$ cat config.mk
export PLATFORM = sky130hd
export DESIGN_NAME = br_resolve_bht_flat
export DESIGN_NICKNAME = d
export VERILOG_FILES = /design/src/rtl/br_pkg.sv /design/src/rtl/br_resolve_bht_if.sv /design/src/rtl/bht_sat_table.sv /design/src/rtl/br_resolve_bht.sv /design/src/flat_wrapper.sv
export SDC_FILE = /design/constraint.sdc
export NUM_CORES = 1
export LEC_CHECK = 0
export ABC_AREA = 1
export CORE_MARGIN = 2
export CORE_UTILIZATION = 55
export CTS_BUF_LIST = sky130_fd_sc_hd__clkbuf_4 sky130_fd_sc_hd__clkbuf_8
export DETAILED_ROUTE_END_ITERATION = 12
export MAX_ROUTING_LAYER = met4
export PLACE_DENSITY_LB_ADDON = 0.08
export SYNTH_ARGS = -nofsm -noshare
export SYNTH_HDL_FRONTEND = slang
export SYNTH_SLANG_ARGS = --single-unit
$ cat constraint.sdc
create_clock -name clk -period 7.2 [get_ports clk]
set_clock_uncertainty 0.2 [all_clocks]
set_input_delay 1.44 -clock clk [delete_from_list [all_inputs] [get_ports clk]]
set_output_delay 1.44 -clock clk [all_outputs]
set_load 0.03 [all_outputs]
$ cat src/rtl/br_pkg.sv
// Shared encodings for EX-stage branch resolution: next-PC select codes, opcodes, funct3, condition helper.
package br_pkg;

  localparam int unsigned PC_SEL_W = 3;
  localparam int unsigned PERF_W   = 32;
  localparam int unsigned OPC_W    = 5;
  localparam int unsigned F3_W     = 3;

  typedef enum logic [PC_SEL_W-1:0] {
    PC_SEL_RESET   = 3'b000,
    PC_SEL_ALU     = 3'b001,
    PC_SEL_PLUS4   = 3'b010,
    PC_SEL_RESTORE = 3'b100
  } pc_sel_e;

  // ex_inst[6:2] major opcodes
  localparam logic [OPC_W-1:0] OP_BRANCH = 5'b11000;
  localparam logic [OPC_W-1:0] OP_JALR   = 5'b11001;

  localparam logic [F3_W-1:0] F3_BEQ  = 3'b000;
  localparam logic [F3_W-1:0] F3_BNE  = 3'b001;
  localparam logic [F3_W-1:0] F3_BLT  = 3'b100;
  localparam logic [F3_W-1:0] F3_BGE  = 3'b101;
  localparam logic [F3_W-1:0] F3_BLTU = 3'b110;
  localparam logic [F3_W-1:0] F3_BGEU = 3'b111;

  // Comparator flags arrive with signedness already applied, so BLT/BLTU and BGE/BGEU share a test.
  function automatic logic br_cond(input logic [F3_W-1:0] f3, input logic eq, input logic lt);
    logic res;
    res = 1'b0;
    case (f3)
      F3_BEQ:           res = eq;
      F3_BNE:           res = !eq;
      F3_BLT, F3_BLTU:  res = lt;
      F3_BGE, F3_BGEU:  res = !lt;
      default:          res = 1'b0;
    endcase
    return res;
  endfunction

endpackage

$ cat src/rtl/br_resolve_bht_if.sv
// Fetch/EX pipeline bus between the core datapath (master) and the branch resolve unit (slave).
interface br_resolve_bht_if
  import br_pkg::*;
#(
  parameter int unsigned XLEN = 32
);

  logic [XLEN-1:0]     if_pc;
  logic                if_pred_taken;
  logic                ex_valid;
  logic [XLEN-1:0]     ex_inst;
  logic [XLEN-1:0]     ex_pc;
  logic                ex_pred_taken;
  logic                br_eq;
  logic                br_lt;
  logic [PC_SEL_W-1:0] pc_sel;
  logic                flush;
  logic                is_br;
  logic                br_taken;
  logic [PERF_W-1:0]   perf_br_cnt;
  logic [PERF_W-1:0]   perf_miss_cnt;

  modport master (
    output if_pc, ex_valid, ex_inst, ex_pc, ex_pred_taken, br_eq, br_lt,
    input  if_pred_taken, pc_sel, flush, is_br, br_taken, perf_br_cnt, perf_miss_cnt
  );

  modport slave (
    input  if_pc, ex_valid, ex_inst, ex_pc, ex_pred_taken, br_eq, br_lt,
    output if_pred_taken, pc_sel, flush, is_br, br_taken, perf_br_cnt, perf_miss_cnt
  );

endinterface

$ cat src/rtl/bht_sat_table.sv
// Bimodal table of saturating counters: one lookup port with same-cycle update forwarding, one update port.
module bht_sat_table #(
  parameter int unsigned DEPTH = 64,
  parameter int unsigned CNT_W = 2,
  parameter int unsigned IDX_W = $clog2(DEPTH)
) (
  input  logic             clk,
  input  logic             rst_n,
  input  logic [IDX_W-1:0] rd_idx_i,
  output logic             rd_msb_o,
  input  logic             upd_en_i,
  input  logic [IDX_W-1:0] upd_idx_i,
  input  logic             upd_taken_i
);

  localparam logic [CNT_W-1:0] CNT_MAX  = '1;
  localparam logic [CNT_W-1:0] CNT_INIT = CNT_W'((1 << (CNT_W - 1)) - 1);

  logic [CNT_W-1:0] cnt_q [DEPTH];
  logic [CNT_W-1:0] upd_cur_c;
  logic [CNT_W-1:0] upd_nxt_c;

  assign upd_cur_c = cnt_q[upd_idx_i];

  // Saturate at both ends instead of wrapping.
  always_comb begin
    upd_nxt_c = upd_cur_c;
    if (upd_taken_i) begin
      if (upd_cur_c != CNT_MAX) upd_nxt_c = upd_cur_c + CNT_W'(1);
    end else begin
      if (upd_cur_c != '0) upd_nxt_c = upd_cur_c - CNT_W'(1);
    end
  end

  always_ff @(posedge clk or negedge rst_n) begin
    if (!rst_n) begin
      for (int unsigned i = 0; i < DEPTH; i++) cnt_q[i] <= CNT_INIT;
    end else if (upd_en_i) begin
      cnt_q[upd_idx_i] <= upd_nxt_c;
    end
  end

  // Fetch sees the counter as it will be after this cycle's update when both hit the same entry.
  assign rd_msb_o = (upd_en_i && (upd_idx_i == rd_idx_i)) ? upd_nxt_c[CNT_W-1]
                                                          : cnt_q[rd_idx_i][CNT_W-1];

endmodule

$ cat src/rtl/br_resolve_bht.sv
// EX-stage branch/JALR resolution, next-PC select and bimodal BHT training.
// Optional BR_PERF_CNT_EN adds resolved-branch and mispredict counters; otherwise perf outputs read 0.
module br_resolve_bht
  import br_pkg::*;
#(
  parameter int unsigned BHT_DEPTH = 64,
  parameter int unsigned CNT_W     = 2,
  parameter int unsigned XLEN      = 32
) (
  input  logic             clk,
  input  logic             rst_n,
  br_resolve_bht_if.slave  bus
);

  localparam int unsigned IDX_W = $clog2(BHT_DEPTH);

  logic             rst_n_q;
  logic [OPC_W-1:0] opcode_c;
  logic [F3_W-1:0]  f3_c;
  pc_sel_e          pc_sel_c;
  logic             flush_c;
  logic             is_br_c;
  logic             taken_c;
  logic             mispred_c;
  logic             unused_bits;

  // Reset release is re-timed so the first edge after rst_n rises still selects the reset vector.
  always_ff @(posedge clk or negedge rst_n) begin
    if (!rst_n) rst_n_q <= 1'b0;
    else        rst_n_q <= 1'b1;
  end

  assign opcode_c = bus.ex_inst[6:2];
  assign f3_c     = bus.ex_inst[14:12];

  always_comb begin
    pc_sel_c  = PC_SEL_PLUS4;
    flush_c   = 1'b0;
    is_br_c   = 1'b0;
    taken_c   = 1'b0;
    mispred_c = 1'b0;
    if (!rst_n_q) begin
      pc_sel_c = PC_SEL_RESET;
    end else if (bus.ex_valid) begin
      case (opcode_c)
        OP_JALR: begin
          pc_sel_c = PC_SEL_ALU;
          flush_c  = 1'b1;
        end
        OP_BRANCH: begin
          is_br_c = 1'b1;
          taken_c = br_cond(f3_c, bus.br_eq, bus.br_lt);
          if (taken_c && !bus.ex_pred_taken) begin
            pc_sel_c  = PC_SEL_ALU;
            flush_c   = 1'b1;
            mispred_c = 1'b1;
          end else if (!taken_c && bus.ex_pred_taken) begin
            pc_sel_c  = PC_SEL_RESTORE;
            flush_c   = 1'b1;
            mispred_c = 1'b1;
          end
        end
        default: ;
      endcase
    end
  end

  assign bus.pc_sel   = pc_sel_c;
  assign bus.flush    = flush_c;
  assign bus.is_br    = is_br_c;
  assign bus.br_taken = taken_c;

  bht_sat_table #(
    .DEPTH (BHT_DEPTH),
    .CNT_W (CNT_W),
    .IDX_W (IDX_W)
  ) u_bht (
    .clk         (clk),
    .rst_n       (rst_n),
    .rd_idx_i    (bus.if_pc[IDX_W+1:2]),
    .rd_msb_o    (bus.if_pred_taken),
    .upd_en_i    (is_br_c),
    .upd_idx_i   (bus.ex_pc[IDX_W+1:2]),
    .upd_taken_i (taken_c)
  );

`ifdef BR_PERF_CNT_EN
  logic [PERF_W-1:0] perf_br_q;
  logic [PERF_W-1:0] perf_br_d;
  logic [PERF_W-1:0] perf_miss_q;
  logic [PERF_W-1:0] perf_miss_d;

  // Only branch mispredicts count as misses; JALR redirects are expected.
  always_comb begin
    perf_br_d   = perf_br_q + PERF_W'(is_br_c);
    perf_miss_d = perf_miss_q + PERF_W'(mispred_c);
  end

  always_ff @(posedge clk or negedge rst_n) begin
    if (!rst_n) begin
      perf_br_q   <= '0;
      perf_miss_q <= '0;
    end else begin
      perf_br_q   <= perf_br_d;
      perf_miss_q <= perf_miss_d;
    end
  end

  assign bus.perf_br_cnt   = perf_br_q;
  assign bus.perf_miss_cnt = perf_miss_q;
`else
  assign bus.perf_br_cnt   = '0;
  assign bus.perf_miss_cnt = '0;
`endif

  // Upper PC bits alias by design; most instruction fields are decoded elsewhere.
  assign unused_bits = ^{bus.if_pc[XLEN-1:IDX_W+2], bus.if_pc[1:0],
                         bus.ex_pc[XLEN-1:IDX_W+2], bus.ex_pc[1:0],
                         bus.ex_inst[XLEN-1:15], bus.ex_inst[11:7], bus.ex_inst[1:0]};

endmodule

$ cat src/flat_wrapper.sv
// flat-port wrapper written by rule: the top's interface ports become plain ports
module br_resolve_bht_flat import br_pkg::*;
#(
  parameter int unsigned BHT_DEPTH = 64,
  parameter int unsigned CNT_W     = 2,
  parameter int unsigned XLEN      = 32
)
  (clk, rst_n, bus_if_pc, bus_ex_valid, bus_ex_inst, bus_ex_pc, bus_ex_pred_taken, bus_br_eq, bus_br_lt, bus_if_pred_taken, bus_pc_sel, bus_flush, bus_is_br, bus_br_taken, bus_perf_br_cnt, bus_perf_miss_cnt);
  br_resolve_bht_if #(.XLEN(XLEN)) bus_i ();
  input  logic clk;
  input  logic rst_n;
  input wire logic [$bits(bus_i.if_pc)-1:0] bus_if_pc;
  input wire logic [$bits(bus_i.ex_valid)-1:0] bus_ex_valid;
  input wire logic [$bits(bus_i.ex_inst)-1:0] bus_ex_inst;
  input wire logic [$bits(bus_i.ex_pc)-1:0] bus_ex_pc;
  input wire logic [$bits(bus_i.ex_pred_taken)-1:0] bus_ex_pred_taken;
  input wire logic [$bits(bus_i.br_eq)-1:0] bus_br_eq;
  input wire logic [$bits(bus_i.br_lt)-1:0] bus_br_lt;
  output wire logic [$bits(bus_i.if_pred_taken)-1:0] bus_if_pred_taken;
  output wire logic [$bits(bus_i.pc_sel)-1:0] bus_pc_sel;
  output wire logic [$bits(bus_i.flush)-1:0] bus_flush;
  output wire logic [$bits(bus_i.is_br)-1:0] bus_is_br;
  output wire logic [$bits(bus_i.br_taken)-1:0] bus_br_taken;
  output wire logic [$bits(bus_i.perf_br_cnt)-1:0] bus_perf_br_cnt;
  output wire logic [$bits(bus_i.perf_miss_cnt)-1:0] bus_perf_miss_cnt;
  assign bus_i.if_pc = bus_if_pc;
  assign bus_i.ex_valid = bus_ex_valid;
  assign bus_i.ex_inst = bus_ex_inst;
  assign bus_i.ex_pc = bus_ex_pc;
  assign bus_i.ex_pred_taken = bus_ex_pred_taken;
  assign bus_i.br_eq = bus_br_eq;
  assign bus_i.br_lt = bus_br_lt;
  assign bus_if_pred_taken = bus_i.if_pred_taken;
  assign bus_pc_sel = bus_i.pc_sel;
  assign bus_flush = bus_i.flush;
  assign bus_is_br = bus_i.is_br;
  assign bus_br_taken = bus_i.br_taken;
  assign bus_perf_br_cnt = bus_i.perf_br_cnt;
  assign bus_perf_miss_cnt = bus_i.perf_miss_cnt;
  br_resolve_bht #(.BHT_DEPTH(BHT_DEPTH), .CNT_W(CNT_W), .XLEN(XLEN)) u_core (.clk(clk), .rst_n(rst_n), .bus(bus_i));
endmodule
# [Yosys cells after proc, flatten, opt, wreduce, memory -nomap -nowiden]
# Index checks and enable logic that the tools add are counted.
[classes] n_addsub=2 multipliers=0 div=0 order_cmp=3 n_eq_ne=9 shift=0 mux=33 bitwise_logic=2 reduce_logical=12
[ops] operator="128-bit bitwise mux" n=1
[ops] operator="2-bit binary-select mux with 6-bit select" n=2
[ops] operator="2-bit 2-to-1 mux" n=8
[ops] operator="7-bit >= comparator, second input constant" n=2
[ops] operator="1-bit 2-to-1 mux" n=14
[ops] operator="6-bit inverter with 7-bit output" n=2
[ops] operator="2-bit demux with 6-bit select" n=1
[ops] operator="3-bit equality test, second input constant" n=4
[ops] operator="3-bit 2-to-1 mux" n=4
[ops] operator="5-bit equality test, second input constant" n=2
[ops] operator="7-bit by 1-bit less-than comparator with 1-bit output, second input constant" n=1
[ops] operator="6-bit equality test" n=1
[ops] operator="3-bit case mux with 2 select lines" n=1
[ops] operator="1-bit logical AND" n=4
[ops] operator="1-bit logical NOT" n=4
[ops] operator="1-bit case mux with 4 select lines" n=1
[ops] operator="2-bit OR reduction" n=2
[ops] operator="3-bit by 1-bit equality test with 1-bit output, second input constant" n=1
[ops] operator="3-bit logical NOT" n=1
[ops] operator="2-bit by 1-bit adder with 2-bit output, second input constant" n=1
[ops] operator="2-bit != test, second input constant" n=1
[ops] operator="1-bit case mux with 2 select lines" n=1
[ops] operator="2-bit nonzero test" n=1
[ops] operator="2-bit by 1-bit subtractor with 2-bit output, second input constant" n=1
[totals] ff_bits=129 latch_bits=0 ram_bits=0 mem_bits_ro=0 input_bits=102 out_inout_bits=71 elab_cells=126 memories=0

# [Longest topological paths before layout]
[logic_depth] word_depth=13 ltp_mapped=16 ltp_nobuf=13

# [Hierarchy]
# Synthesis repeated with hierarchy kept, for this count alone.
[hier_totals] cells_unflattened=1348 area_unflattened_um2=8548.2
[modules_own_cells] mod="bht_sat_table" instances=1 cells_each=1245 area_each_um2=7857.5 seq_area_each_um2=3283.1
[modules_own_cells] mod="br_resolve_bht" instances=1 cells_each=103 area_each_um2=690.7 seq_area_each_um2=25.0

# [Least setup slack after synthesis]
# No wires, ideal clock.
[synth_path] kind="input port to output port" start="input bus_ex_inst[4]" end="output bus_if_pred_taken" arrival_ps=3595 required_ps=5560 slack_ps=1965 stages=12 cell_sequence="nand3b_1 nor3b_1 nand2_1 nor2_1 nand2_1 inv_1 nand2_2 nand2_4 buf_12 buf_12 nand3_2 nand2_1"
[synth_between] elab_chain_len=6
[synth_lines] item="start: declaration" line="flat_wrapper.sv:14" rtl="input wire logic [$bits(bus_i.ex_inst)-1:0] bus_ex_inst;"
[synth_lines] item="5-bit equality test"
[synth_lines] item="1-bit 2-to-1 mux" line="br_resolve_bht.sv:45" rtl="case (opcode_c)"
[synth_lines] item="1-bit 2-to-1 mux" line="br_resolve_bht.sv:44" rtl="end else if (bus.ex_valid) begin"
[synth_lines] item="1-bit 2-to-1 mux" line="br_resolve_bht.sv:42" rtl="if (!rst_n_q) begin"
[synth_lines] item="named net bus_is_br" line="flat_wrapper.sv:22" rtl="output wire logic [$bits(bus_i.is_br)-1:0] bus_is_br;"
[synth_lines] item="1-bit logical AND" line="bht_sat_table.sv:44" rtl="assign rd_msb_o = (upd_en_i && (upd_idx_i == rd_idx_i)) ? upd_nxt_c[CNT_W-1]"
[synth_lines] item="1-bit 2-to-1 mux" line="bht_sat_table.sv:44"
[synth_lines] item="end: declaration" line="flat_wrapper.sv:19" rtl="output wire logic [$bits(bus_i.if_pred_taken)-1:0] bus_if_pred_taken;"
# The timed path passes the listed nets, and every way through them passes these cells.

# [Worst setup path in the final report]
[layout_path] start="input bus_ex_pc[4]" end="output bus_if_pred_taken"
[layout_between] elab_chain_len=8
[layout_lines] item="start: declaration" line="flat_wrapper.sv:15" rtl="input wire logic [$bits(bus_i.ex_pc)-1:0] bus_ex_pc;"
[layout_lines] item="6-bit inverter with 7-bit output (not written as such)" line="bht_sat_table.sv:23" rtl="assign upd_cur_c = cnt_q[upd_idx_i];"
[layout_lines] item="2-bit binary-select mux with 6-bit select" line="bht_sat_table.sv:23"
[layout_lines] item="2-bit 2-to-1 mux (not written as such) (2 in series)" line="bht_sat_table.sv:23"
[layout_lines] item="2-bit by 1-bit subtractor with 2-bit output, or another cell as far along" line="bht_sat_table.sv:31" rtl="if (upd_cur_c != '0) upd_nxt_c = upd_cur_c - CNT_W'(1);"
[layout_lines] item="2-bit 2-to-1 mux, on equally long branches" line="bht_sat_table.sv:31, bht_sat_table.sv:29"
[layout_lines] item="2-bit 2-to-1 mux" line="bht_sat_table.sv:28" rtl="if (upd_taken_i) begin"
[layout_lines] item="1-bit 2-to-1 mux *" line="bht_sat_table.sv:44"
# Mark *: on every way between the ends. The rest lies on a longest branch, timed or not. The select of a mux whose other input is x is not followed.

==> results_dict.tcl <==
set metrics [dict create \
    p_sw_share_pct 31.1 \
    cts_resized 0 \
    cts_buffer_depth 2 \
    setup_viol 0 \
    die-area_mm2 0.0172 \
    cts_hold_buf 0 \
    internal-power_mw 1.15 \
    antenna_found_initial 0 \
    powerDensity_mw_per_mm2 179 \
    switching_power_mw 0.517 \
    clk_latency_ns 0.47 \
    worstRegToRegCells 13 \
    crit_path_start_kind "input port" \
    multi_input_area_mm2 0.00424 \
    required_ns 5.56 \
    maxSlewViolCount 0 \
    clk_pin_slew_ns 0.07 \
    synth.most_common_cell "nand2_1" \
    power_frac_seq_pct 43.8 \
    cts_sinks 129 \
    pin_count 173 \
    io_buffers 32 \
    met2_usage_pct 46.2 \
    cts_made_buffers 17 \
    max_cap_viol_count 0 \
    gp_congestion 0.895 \
    synth.distinct_cells 34 \
    antenna_left 0 \
    outcome "finished, final reports clean" \
    preCtsSetupSlack_ns 1.02 \
    path_class "in -> out" \
    ys_async_sr_fraction_pct 100 \
    hold_path_class "reg -> reg" \
    die_h_um 131 \
    start_util_pct 56.1 \
    diodes 0 \
    post-cts-setup-buffers 0 \
    use_met1_pct 42.6 \
    ir_drop_mv 0.105 \
    first_pass_iters 5 \
    ys_top_cells_by_area "nand2_1 21%, dfstp_2 19%, dfrtp_1 18%" \
    cts_tree "yes" \
    cts_root_buf "clkbuf_8" \
    holdPathStages 2 \
    cp_max_fo 18 \
    grt-ovfl-total 0 \
    fp.dieW_um 131 \
    grt.met3_usage_pct 4.83 \
    syn_inst 1301 \
    drive_gt1_share_pct 13.9 \
    synth_edf_count 0 \
    grt_use_total_pct 30.7 \
    drt-total-wl_mm 24.2 \
    area_delta_synth_final_pct 4.41 \
    regArea_mm2 0.00331 \
    avgSynthCellArea_um2 6.83 \
    setup_slack_ns 1.01 \
    maxSlewHeadroom_pct 25.1 \
    num_vias 7862 \
    via_per_inst 5.12 \
    fin_nets 1410 \
    num-fill-cells 1619 \
    post-route-drc-count 0 \
    hold_viol 0 \
    hpwl_mm 14.4 \
    p_leak_nw 4.49 \
    cp-end-kind "output port" \
    rsz0062_at_grt "no" \
    combPwrFrac_pct 16.0 \
    busiest_layer "met2" \
    post-route-period-util_pct 86.0 \
    syn_area_mm2 0.00888 \
    power_frac_clock_pct 40.2 \
    first_global_vias 7218 \
    setup_tns_ns 0 \
    synth_common_cells "491 x nand2_1, 173 x inv_1, 111 x nor2_1" \
    synth_top_area_share_pct 20.7 \
    core_mm2 0.0158 \
    fmax_mhz 162 \
    layout_min_cycle_time_ns 6.19 \
    yosysWarnings 0 \
    grt_pass1_wl_mm 38.7 \
    synth_top_cell_by_area "nand2_1" \
    arrival_ns 4.55 \
    grt_max_degree 84 \
    wl_per_cell_um 15.7 \
    worst_pin_slew_ns 1.12 \
    ys.flop_type "dfrtp_1" \
    row_count 46 \
    cts_htree_levels 4 \
    drt_iter0_drc 751 \
    yosysSeqAreaShare_pct 37.2 \
    ys_seq_elements 129 \
]
[worst paths after layout]
path,endpoint,slack (ns),from
setup reg to reg,u_core.u_bht.cnt_q[70],3.93,u_core.u_bht.cnt_q[101]
setup / recovery,bus_if_pred_taken,1.01,bus_ex_pc[4]
max in group asynchronous,u_core.u_bht.cnt_q[125],4.60,rst_n
hold reg to reg,u_core.u_bht.cnt_q[54],0.26,u_core.u_bht.cnt_q[54]
hold / removal,u_core.u_bht.cnt_q[54],0.26,u_core.u_bht.cnt_q[54]
min in group asynchronous,u_core.u_bht.cnt_q[93],0.93,rst_n
[routing by layer]
| metal | share of wire, % | routed length, um |
|---|---|---|
| met4 | 2.2 | 532 |
| met5 | 0 | 0 |
| met2 | 45 | 10800 |
| met3 | 8.1 | 1950 |
| met1 | 45 | 10900 |
[state kept, by name, summed over array words and instances, names as in the netlist]
signal / cells
u_core.u_bht.cnt_q: 128
u_core.rst_n_q: 1
[area by class of cell]
class | count | share of cell area [%]
multi-input combinational | 936 | 45.7
sequential | 129 | 35.7
inverter | 185 | 7.49
timing repair buffer | 38 | 3.80
clock buffer | 21 | 2.98
tap | 216 | 2.91
clock inverter | 11 | 1.47
[logic make-up (layout without fill, tap and decap cells)]
kind of cell	count (synthesis)	after routing	share of synthesized area, %
flops	129	129	37.2
xor+xnor	4	4	0.394
simple gates	780	780	39.3
compound gates	86	86	5.07
fa+ha+maj	1	1	0.141
other cells	2	65	0.0845
buf+inv	299	255	17.8
[cell usage in the layout (no fill, tap or decap), types with 4 or more instances in the layout]
cell             count
o211ai_1             7
clkinv_2             6
conb_1              65
inv_1              173
nand3_2             50
clkinv_1             7
or2_2               11
buf_4                7
nor2_1             111
clkbuf_8            19
nor3_1              10
a21oi_1             34
dfstp_2             64
o21ai_0             32
xor2_1               4
nand2_1            491
o21ai_1             12
nand3_1             89
dfrtp_1             65
clkdlybuf4s50_1     29
inv_2                5
[stage by stage]
stage | hold WS (ns) | utilization (%) | instance area, um2 | power (mW) | cells
detailed placement | 0.254 | 56.0 | 8860 | 1.01 | 1504
global placement | 0.251 | 56.0 | 8860 | 1.01 | 1504
CTS | 0.266 | 58.6 | 9280 | 1.67 | 1536
finish | 0.264 | 58.6 | 9280 | 1.66 | 1536
global route | 0.278 | 58.6 | 9280 | 1.72 | 1536
floorplan | 0.243 | - | 9120 | 0.979 | 1364
[critical path, stage by stage]
cell and delay [ns]:
clkdlybuf4s50_1 0.77, inv_1 0.14, nor2_4 0.57, nand3_1 0.14
nand2_1 0.11, nor2_1 0.05, nor2_1 0.22, nor2_1 0.09
nand2_1 0.11, nor2_4 0.05, nand2_4 0.07, nand3_2 0.05
nand2_1 0.06, clkdlybuf4s50_1 0.67
[power groups by stage]
| stage | Sequential (mW) | Combinational, mW | Clock, mW |
|---|---|---|---|
| floorplan | 0.741 | 0.238 | 0 |
| global placement | 0.741 | 0.264 | 0 |
| detailed placement | 0.741 | 0.265 | 0 |
| CTS | 0.729 | 0.265 | 0.675 |
| global route | 0.728 | 0.290 | 0.703 |
| finish | 0.729 | 0.266 | 0.668 |
(Power assumes the default switching activity.)
